### config.mk
export PLATFORM = sky130hd
export DESIGN_NAME = fifo_rd_ctrl
export DESIGN_NICKNAME = d
export VERILOG_FILES = /design/src/rtl/fifo_rd_ctrl.sv
export SDC_FILE = /design/constraint.sdc
export NUM_CORES = 1
export LEC_CHECK = 0
export BUFFER_PORTS_ARGS = -buffer_cell sky130_fd_sc_hd__buf_2
export CORE_MARGIN = 4
export CORE_UTILIZATION = 50
export CTS_BUF_LIST = sky130_fd_sc_hd__clkbuf_16
export DETAILED_ROUTE_END_ITERATION = 8
export GPL_TIMING_DRIVEN = 0
export PLACE_DENSITY = 0.77
export SKIP_LAST_GASP = 1
export SLEW_MARGIN = 20
export SYNTH_ARGS = -nofsm -noshare
export SYNTH_HDL_FRONTEND = slang
export SYNTH_SLANG_ARGS = --single-unit
### constraint.sdc
create_clock -name rclk -period 4.9 [get_ports rclk]
set_input_delay 0.49 -clock rclk [delete_from_list [all_inputs] [get_ports rclk]]
set_output_delay 0.49 -clock rclk [all_outputs]
set_load 0.01 [all_outputs]
### src/rtl/fifo_rd_ctrl.sv
// FIFO read-side controller: issues r_en and buffers returning words in a 2-entry skid buffer.
// Optional 16-bit pop counter output rd_count is built when FIFO_RD_CNT_EN is defined.
module fifo_rd_ctrl #(
  parameter int unsigned Data_Width = 8,
  parameter int unsigned Skid_Depth = 2
) (
  input  logic                  rclk,
  input  logic                  r_rst,
  input  logic                  empty,
  input  logic [Data_Width-1:0] rdata,
  output logic                  r_en,
  input  logic                  flush,
  output logic                  m_valid,
  input  logic                  m_ready,
  output logic [Data_Width-1:0] m_data
`ifdef FIFO_RD_CNT_EN
  ,
  output logic [15:0]           rd_count
`endif
);

  localparam int unsigned PtrW = $clog2(Skid_Depth);

  logic [Data_Width-1:0] r_mem [Skid_Depth];
  logic [PtrW-1:0]       r_head;
  logic [PtrW-1:0]       r_tail;
  logic [1:0]            r_occ;
  logic                  r_inflight;

  logic                  w_pop;
  logic                  w_push;
  logic                  w_pop_eff;
  logic [1:0]            w_fill;

  always_comb begin
    m_valid   = (r_occ != 2'd0);
    m_data    = r_mem[r_head];
    w_pop     = m_valid & m_ready;
    // A flush cycle discards state, so neither the pop nor the returning word takes effect.
    w_pop_eff = w_pop & ~flush;
    w_push    = r_inflight & ~flush;
    w_fill    = r_occ + {1'b0, r_inflight};
    r_en      = ~empty & ~flush & ~r_rst & ((w_fill < 2'd2) | w_pop);
  end

  always_ff @(posedge rclk) begin
    if (r_rst) begin
      r_head     <= '0;
      r_tail     <= '0;
      r_occ      <= 2'd0;
      r_inflight <= 1'b0;
      for (int i = 0; i < Skid_Depth; i++) begin
        r_mem[i] <= '0;
      end
    end else if (flush) begin
      r_head     <= '0;
      r_tail     <= '0;
      r_occ      <= 2'd0;
      r_inflight <= 1'b0;
    end else begin
      r_inflight <= r_en;
      if (w_push) begin
        r_mem[r_tail] <= rdata;
        r_tail        <= r_tail + 1'b1;
      end
      if (w_pop_eff) begin
        r_head <= r_head + 1'b1;
      end
      case ({w_push, w_pop_eff})
        2'b10:   r_occ <= r_occ + 2'd1;
        2'b01:   r_occ <= r_occ - 2'd1;
        default: r_occ <= r_occ;
      endcase
    end
  end

`ifdef FIFO_RD_CNT_EN
  logic [15:0] r_count;

  // Survives flush; only reset clears it.
  always_ff @(posedge rclk) begin
    if (r_rst) begin
      r_count <= 16'd0;
    end else if (w_pop_eff) begin
      r_count <= r_count + 16'd1;
    end
  end

  assign rd_count = r_count;
`endif

endmodule

==> results of run 1 <==
-- logic make-up after synthesis --
group / share of synthesized area (%)
and+or+nand+nor: 19.0
DFF: 60.8
muxes: 9.13
AOI/OAI and AO/OA: 4.06
xor gates and xnor gates: 4.44
buffers and inverters: 1.27
adders and majority gates: 1.27
-- state kept, by name (all words and copies together) (netlist names), named ones only --
| signal | count |
|---|---|
| r_head | 1 |
| r_inflight | 1 |
| r_mem | 16 |
| r_occ | 2 |
| r_tail | 1 |
-- power by group --
group          internal [mW]  switching (mW)  total (mW)
Clock                  0.162          0.0617       0.224
Sequential             0.205         0.00210       0.207
Combinational         0.0110          0.0125      0.0234
Total                  0.378          0.0763       0.455
-- layout make-up --
| type | count | area (um^2) | area share, % |
|---|---|---|---|
| Buffer | 3 | 12.5 | 1.02 |
| Clock buffer | 3 | 75.1 | 6.13 |
| Clock inverter | 1 | 30.0 | 2.45 |
| Multi-Input combinational cell | 49 | 374 | 30.6 |
| Sequential cell | 22 | 601 | 49.1 |
| Tap cell | 25 | 31.3 | 2.56 |
| Timing Repair Buffer | 20 | 100 | 8.18 |
-- worst paths after layout --
path                            startpoint    endpoint  slack [ps]  cells after the start
worst max-delay path              register   m_data[4]        2940                      3
worst max register to register    r_occ[0]    r_occ[1]        3160                      5
worst min register to register    r_occ[1]    r_occ[1]         540                      2
worst min-delay path               m_ready  r_inflight         480                      2
-- routing by layer --
| metal | vias to the layer above | global-route usage (%) |
|---|---|---|
| li1 | 313 | - |
| met1 | 277 | 14.1 |
| met2 | 11 | 24.6 |
| met4 | 0 | 7.23 |
| met3 | 2 | 2.28 |
| met5 | - | 0 |
-- worst max-delay path, delay by kind of cell (launching register included) --
kind                   cells  cell delay, ps
multiplexers               1             390
flip-flops                 1             300
buffers and inverters      2             520
-- synthesized netlist by cell type, drive strengths merged --
cell type  count  area, um^2
and2          16         100
edfxtp        16         480
mux2           8        90.1
dfxtp          6         120
nor3           6        35.0
xor2           3        26.3
clkbuf         2        7.51
o21a           2        15.0
o21ai          2        10.0
or2            2        12.5
xnor2          2        17.5
a211oi         1        7.51
buf            1        5.00
ha             1        12.5
nand2          1        3.75
nand2b         1        13.8
nor2           1        3.75
nor3b          1        12.5
o21bai         1        7.51
or3            1        6.26
-- placed cells by master, fill, tap and decap left out --
cell | netlist | final
edfxtp_1 | 16 | 16
clkbuf_16 | 0 | 3
nor2_1 | 1 | 1
o21a_1 | 2 | 2
or3_1 | 1 | 1
a211oi_1 | 1 | 1
nor3_2 | 1 | 1
dfxtp_1 | 6 | 6
or2_2 | 2 | 2
bufinv_16 | 0 | 1
o21ai_0 | 2 | 2
nand2_1 | 1 | 1
nand2b_4 | 1 | 1
o21bai_1 | 1 | 1
and2_1 | 16 | 16
xor2_1 | 3 | 3
clkbuf_1 | 2 | 2
nor3b_2 | 1 | 1
ha_1 | 1 | 1
nor3_1 | 5 | 5
buf_2 | 1 | 21
mux2_2 | 8 | 8
xnor2_1 | 2 | 2
-- through the flow --
stage	utilization, %	area, um^2	cells	setup WS (ps)
4_1_cts	67.9	1220	123	2940
3_5_place_dp	62.1	1120	119	3010
6_report	67.9	1220	123	2940
2_1_floorplan	-	987	74	3170
3_3_place_gp	62.1	1120	119	3030
5_1_grt	67.9	1220	123	2880
==> metrics.txt, run 1 <==
share of layout cells above drive strength 1=38.8%; CTS resizes=0; met2 wire length=892 um; Root Driver=clkbuf_16; post-synth cell types=21; GRT Resource Usage Total=13.3%; largest net degree at the start of global routing=14; CP max stage delay=390 ps; gpl congestion=0.727; Worst Path Arrival=1470 ps; WL/cell=13.2 um; DRC=0; via-per-instance ratio=4.90; first-pass GRT wire length=2610 um; Reg clk slew, reported paths=50 ps; CTS tree=yes; HPWL after DPL=1100 um; DR top layer=met4; crit path launch type=register; flop and latch count out of synthesis=22; FMAX=511 MHz; vias in the first global route=616; CTS sink count=22; WL met3=43 um; CP max FO=8; Fillers=146; row cnt=15; Worst setup EP type=primary output; IO Pins=23; Seq/Total Area, Yosys=60.8%; Mapped Avg Cell Area=13.3 um^2; CP cell instances=clkbuf_1, mux2_2, buf_2; leakage=0.495 nW; final WL=1620 um; Synth Instances=74; Final Hold Viols=0; GRT Residual Overflow=0; Slew Viols, Final=0; fin nets=113; outcome=complete, no violations; Syn Std Cell Area=987 um^2; max cap viols=0; Detailed Routing Iterations Pass 1=3; total power divided by cell area=371 mW/mm^2; Power, Total=0.455 mW; HP Class=input port to register; VDD IR max=248 uV; Final min period=1960 ps; Via Count=603; Clk Latency, worst-skew pair=250 ps; Slew @ Worst Pin=808 ps; Post-DRT Antenna Nets=0; Yosys warning total=0; postcts setup bufs=0; die width=52.4 um; drt initial violations=5; final hold slack=475 ps; hold_buf cts=0; TritonCTS Buffers=3; CP max stage cell=mux2_2; setup TNS=0 ps; endpoints failing setup=0; wl on met1=671 um; port buffer count=20; diode count=0; period utilization=39.9%; clock skew=4.84 ps; initial antenna violation count=0; critical path class=register to primary output; Max Root-Sink Buffers=2; Die H=52.4 um; syn_nets=88; Worst slew margin=46.0%; Core Area=0.00180 mm^2; die area=0.00275 mm^2; RSZ-0062 raised after global routing=false; Area Growth Syn to Fin=24.0%; H-tree depth=1; WP data required=4410 ps; Starting Density=54.8%
Power figures use the tool's default switching activity.
==> run 2: changes to the inputs <==
--- a/config.mk
+++ b/config.mk
@@ -7,11 +7,11 @@
 export LEC_CHECK = 0
 export BUFFER_PORTS_ARGS = -buffer_cell sky130_fd_sc_hd__buf_2
 export CORE_MARGIN = 4
-export CORE_UTILIZATION = 50
+export CORE_UTILIZATION = 46
 export CTS_BUF_LIST = sky130_fd_sc_hd__clkbuf_16
 export DETAILED_ROUTE_END_ITERATION = 8
 export GPL_TIMING_DRIVEN = 0
-export PLACE_DENSITY = 0.77
+export PLACE_DENSITY = 0.75
 export SKIP_LAST_GASP = 1
 export SLEW_MARGIN = 20
 export SYNTH_ARGS = -nofsm -noshare
==> constraint.sdc (replaced) <==
create_clock -name rclk -period 1.7 [get_ports rclk]
set_input_delay 0.17 -clock rclk [delete_from_list [all_inputs] [get_ports rclk]]
set_output_delay 0.17 -clock rclk [all_outputs]
set_load 0.01 [all_outputs]
==> run 2 against run 1 <==
Setup slack got worse by 2900 ps. Routed wire length increased by 1.2%. Combinational power increased to 2.9 times the previous value. First-iteration DRC count decreased by 20%. Total power increased to 2.5 times the previous value. Hold slack got worse by 300 ps. Register-to-register slack got worse by 3000 ps. Critical endpoint is now m_data[6].
==> metrics.txt, run 2 (synthesized netlist as in run 1, its figures left out) <==
outcome=complete, no violations; WL/cell=13.1 um; max cap viols=0; Top Registers=r_mem: 16 flops, r_occ: 2 flops; die width=54.3 um; r2r startpoint=r_occ[1]; Final Hold Viols=0; Slew Viols, Final=0; Final min period=1610 ps; Power, Total=1.15 mW; Sequential Area=601 um^2; Fillers=177; share of layout cells above drive strength 1=38.8%; diode count=0; Post-DRT Antenna Nets=0; Core Area=0.00200 mm^2; initial antenna violation count=0; Worst setup EP type=primary output; crit path launch type=register; VDD IR max=560 uV; final WL=1640 um; vias in the first global route=603; commonest non-fill, non-tap cell in the layout=buf_2; clock skew=3.61 ps; GRT Residual Overflow=0; postcts setup bufs=0; HP Class=input port to register; Detailed Routing Iterations Pass 1=2; multi-input logic area=384 um^2; critical path class=register to primary output; Top reg by flops=r_mem; FMAX=621 MHz; Max Root-Sink Buffers=2; CTS sink count=22; leakage=0.496 nW; fin nets=113; Root Driver=clkbuf_16; Starting Density=49.3%; Core Util, Final=60.4%; Clk Latency, worst-skew pair=250 ps; RSZ-0062 raised after global routing=false; DRC=0; WP data required=1530 ps; Slew @ Worst Pin=747 ps; CTS tree=yes; Reg clk slew, reported paths=60 ps; Worst Path Arrival=1440 ps; max FFs per register=16; H-tree depth=1; TritonCTS Buffers=3; CP max FO=8; HPWL after DPL=1230 um; port buffer count=20; drt initial violations=4; GRT Resource Usage Total=13.1%; IO Pins=23; largest net degree at the start of global routing=13; total power divided by cell area=949 mW/mm^2; hold path start=m_ready; die area=0.00295 mm^2; first-pass GRT wire length=2650 um; Via Count=616; endpoints failing setup=0; Worst slew margin=50.1%; via-per-instance ratio=4.93; commonest cells after routing, fill and taps aside=21 x buf_2, 16 x and2_1, 16 x edfxtp_1; row cnt=16; Die H=54.3 um; period utilization=94.7%; gpl congestion=0.740; Area Growth Syn to Fin=22.6%
[run 2: cell count changes in the layout (fill, tap and decap cells not counted)]
| cell | previous run | this run |
|---|---|---|
| nor3b_4 | 0 | 1 |
| inv_1 | 0 | 1 |
| bufinv_16 | 1 | 0 |
| o21ai_2 | 0 | 1 |
| nor3b_2 | 1 | 0 |
| o21ai_0 | 2 | 1 |
[run 2: worst paths after layout]
| kind | end | slack (ps) | depth (start not counted) |
|---|---|---|---|
| setup / recovery | m_data[6] | 90 | 3 |
| hold / removal | r_inflight | 170 | 2 |
| setup reg to reg | r_occ[1] | 130 | 5 |
| hold reg to reg | r_occ[1] | 550 | 2 |
[run 2: timing repair]
action | 4_1_cts | 5_1_grt
pin swaps | 0 | 0
endpoints found under the setup margin | 1 | 9
resized for setup | 1 | 2
hold buffers | 0 | 0
[run 2: final cells by class]
| type | instances | share of cell area (%) |
|---|---|---|
| sequential | 22 | 49.6 |
| multi-input combinational | 49 | 31.7 |
| timing repair buffer | 20 | 8.27 |
| clock buffer | 3 | 6.20 |
| tap | 27 | 2.79 |
| buffer | 3 | 1.03 |
| clock inverter | 1 | 0.310 |
[run 2: stage by stage]
stage	TNS, ps	instance area (um^2)	worst slack, ps	cells	hold WS, ps
after floorplan	0	987	145	74	294
after detailed placement	-31.0	1120	-31.0	121	419
after CTS	0	1200	57.9	125	165
after global routing	0	1210	19.2	125	202
after global placement	0	1120	56.8	121	409
final	0	1210	89.8	125	171
[run 2: worst max-delay path: stages (launching register included)]
cell      delay, ps
dfxtp_1         300
clkbuf_1        360
mux2_2          390
buf_2           140
[run 2: power breakdown]
part | total (mW) | switching [mW] | internal (mW)
Combinational | 0.0673 | 0.0354 | 0.0320
Sequential | 0.599 | 0.00685 | 0.592
Clock | 0.482 | 0.169 | 0.313
[run 2: metal layers]
layer  routed length [um]  track usage [%]  part of all wire [%]
met5                    0                0                     0
met4                   19             6.22                   1.2
met3                   98             3.81                   6.0
met2                  874             22.5                    53
met1                  650             14.6                    40
==> run 3: changes to the inputs <==
--- a/config.mk
+++ b/config.mk
@@ -7,11 +7,11 @@
 export LEC_CHECK = 0
 export BUFFER_PORTS_ARGS = -buffer_cell sky130_fd_sc_hd__buf_2
 export CORE_MARGIN = 4
-export CORE_UTILIZATION = 46
+export CORE_UTILIZATION = 50
 export CTS_BUF_LIST = sky130_fd_sc_hd__clkbuf_16
 export DETAILED_ROUTE_END_ITERATION = 8
 export GPL_TIMING_DRIVEN = 0
-export PLACE_DENSITY = 0.75
+export PLACE_DENSITY = 0.77
 export SKIP_LAST_GASP = 1
 export SLEW_MARGIN = 20
 export SYNTH_ARGS = -nofsm -noshare
==> constraint.sdc (replaced) <==
create_clock -name rclk -period 1.6 [get_ports rclk]
set_input_delay 0.16 -clock rclk [delete_from_list [all_inputs] [get_ports rclk]]
set_output_delay 0.16 -clock rclk [all_outputs]
set_load 0.01 [all_outputs]
==> run 3 against run 2 <==
Global-route usage grew 0.28 points. Sequential power grew 6.2%. Combinational power grew 7.1%. First-iteration DRC count is the same. Routed wire length shrank 1.3%. Die area shrank 6.8%. Total power grew 21%. Final cell count shrank 2.4%. Register-to-register slack lost 90 ps. Critical endpoint is now r_occ[1]. Highest routed layer unchanged. Count of clock-buffer cells in the layout is the same.
==> metrics.txt, run 3 (synthesized netlist as in run 1, its figures left out) <==
Slew @ Worst Pin=811 ps; gpl congestion=0.727; Final Hold Viols=0; endpoints failing setup=0; final WL=1620 um; Max Root-Sink Buffers=2; row cnt=15; port buffer count=20; CTS tree=yes; GRT Residual Overflow=0; largest net degree at the start of global routing=14; leakage=0.495 nW; Fillers=147; WP data required=1770 ps; commonest cells after routing, fill and taps aside=21 x buf_2, 16 x and2_1, 16 x edfxtp_1; crit path launch type=register; CP max FO=5; clock skew=4.84 ps; IO Pins=23; CP max stage cell=dfxtp_2; TritonCTS Buffers=3; critical path class=register to register; Top reg by flops=r_mem; RSZ-0062 raised after global routing=true; Top Registers=r_mem: 16 flops, r_occ: 2 flops; Buffers & Inverters on Critical Path=0; Via Count=602; M1 GR Usage=14.1%; first-pass GRT wire length=2610 um; CP cell instances=o21ai_2, nor2_1, ha_1, or3_1, a211oi_1; Worst setup EP type=register; GRT Resource Usage Total=13.3%; GRT busiest layer=met2; drt initial violations=4; FMAX=641 MHz; Root Driver=clkbuf_16; setup TNS=0 ps; hold_buf cts=0; die width=52.4 um; fin nets=112; postcts setup bufs=0; via-per-instance ratio=4.93; Clk Latency, worst-skew pair=250 ps; H-tree depth=1; max FFs per register=16; vias in the first global route=610; diode count=0; CTS sink count=22; HPWL after DPL=1100 um; Worst slew margin=45.9%; DRC=0; placed insts=119; Detailed Routing Iterations Pass 1=4; period utilization=97.5%; HP Class=input port to register; CP max stage delay=350 ps; final hold slack=158 ps; Worst Path Arrival=1730 ps; post-route setup slack=39.3 ps; Die H=52.4 um; Slew Viols, Final=0; WL/cell=13.3 um; Starting Density=54.8%; met2 global-route usage=24.6%; commonest non-fill, non-tap cell in the layout=buf_2; fin cells=122; met3 Usage GRT=2.28%; Power, Total=1.39 mW; share of layout cells above drive strength 1=41.2%; Top Family by Delay on Critical Path=simple AND/OR/NAND/NOR gates; initial antenna violation count=0; Place WS=-104 ps; Area Growth Syn to Fin=24.1%; Post-DRT Antenna Nets=0; Reg clk slew, reported paths=50 ps; total power divided by cell area=1140 mW/mm^2; VDD IR max=761 uV; max cap viols=0; die area=0.00275 mm^2; Core Area=0.00180 mm^2; Final min period=1560 ps; outcome=complete, no violations
-- run 3: layout make-up --
class	count	area, um^2	share of cell area [%]
Sequential cell	22	602	49.1
Multi-Input combinational cell	49	378	30.8
Timing Repair Buffer	20	100	8.17
Clock buffer	3	75.1	6.13
Tap cell	25	31.3	2.55
Clock inverter	1	30.0	2.45
Buffer	2	8.76	0.715
-- run 3: repair_timing --
action / in CTS / in global routing
endpoints found under the setup margin: 9 / 17
hold endpoints to repair: 0 / 0
pin swaps: 0 / 1
gates resized for setup: 2 / 1
-- run 3: final timing paths --
check                           startpoint          to  slack (ps)  cells past startpoint
worst min-delay path               m_ready  r_inflight         160                      2
worst max register to register    r_occ[0]    r_occ[1]          40                      5
worst max-delay path              r_occ[0]    r_occ[1]          40                      5
worst min register to register    r_occ[1]    r_occ[1]         560                      2
-- run 3: per-layer routing --
layer / routed length, um / up-vias
met5: 0 / -
met4: 14 / 0
met3: 46 / 2
met2: 890 / 11
met1: 667 / 279
li1: - / 310
-- run 3: through the flow --
stage,utilization (%),area (um^2)
CTS,67.9,1220
finish,68.0,1220
detailed placement,62.1,1120
global route,68.0,1220
global placement,62.1,1120
floorplan,-,987
-- run 3: power by group --
group	leakage (nW)	internal, mW	total (mW)	switching (mW)
clock network	0.0511	0.496	0.684	0.188
registers	0.216	0.629	0.636	0.00677
logic	0.228	0.0338	0.0721	0.0384
total	0.495	1.16	1.39	0.233
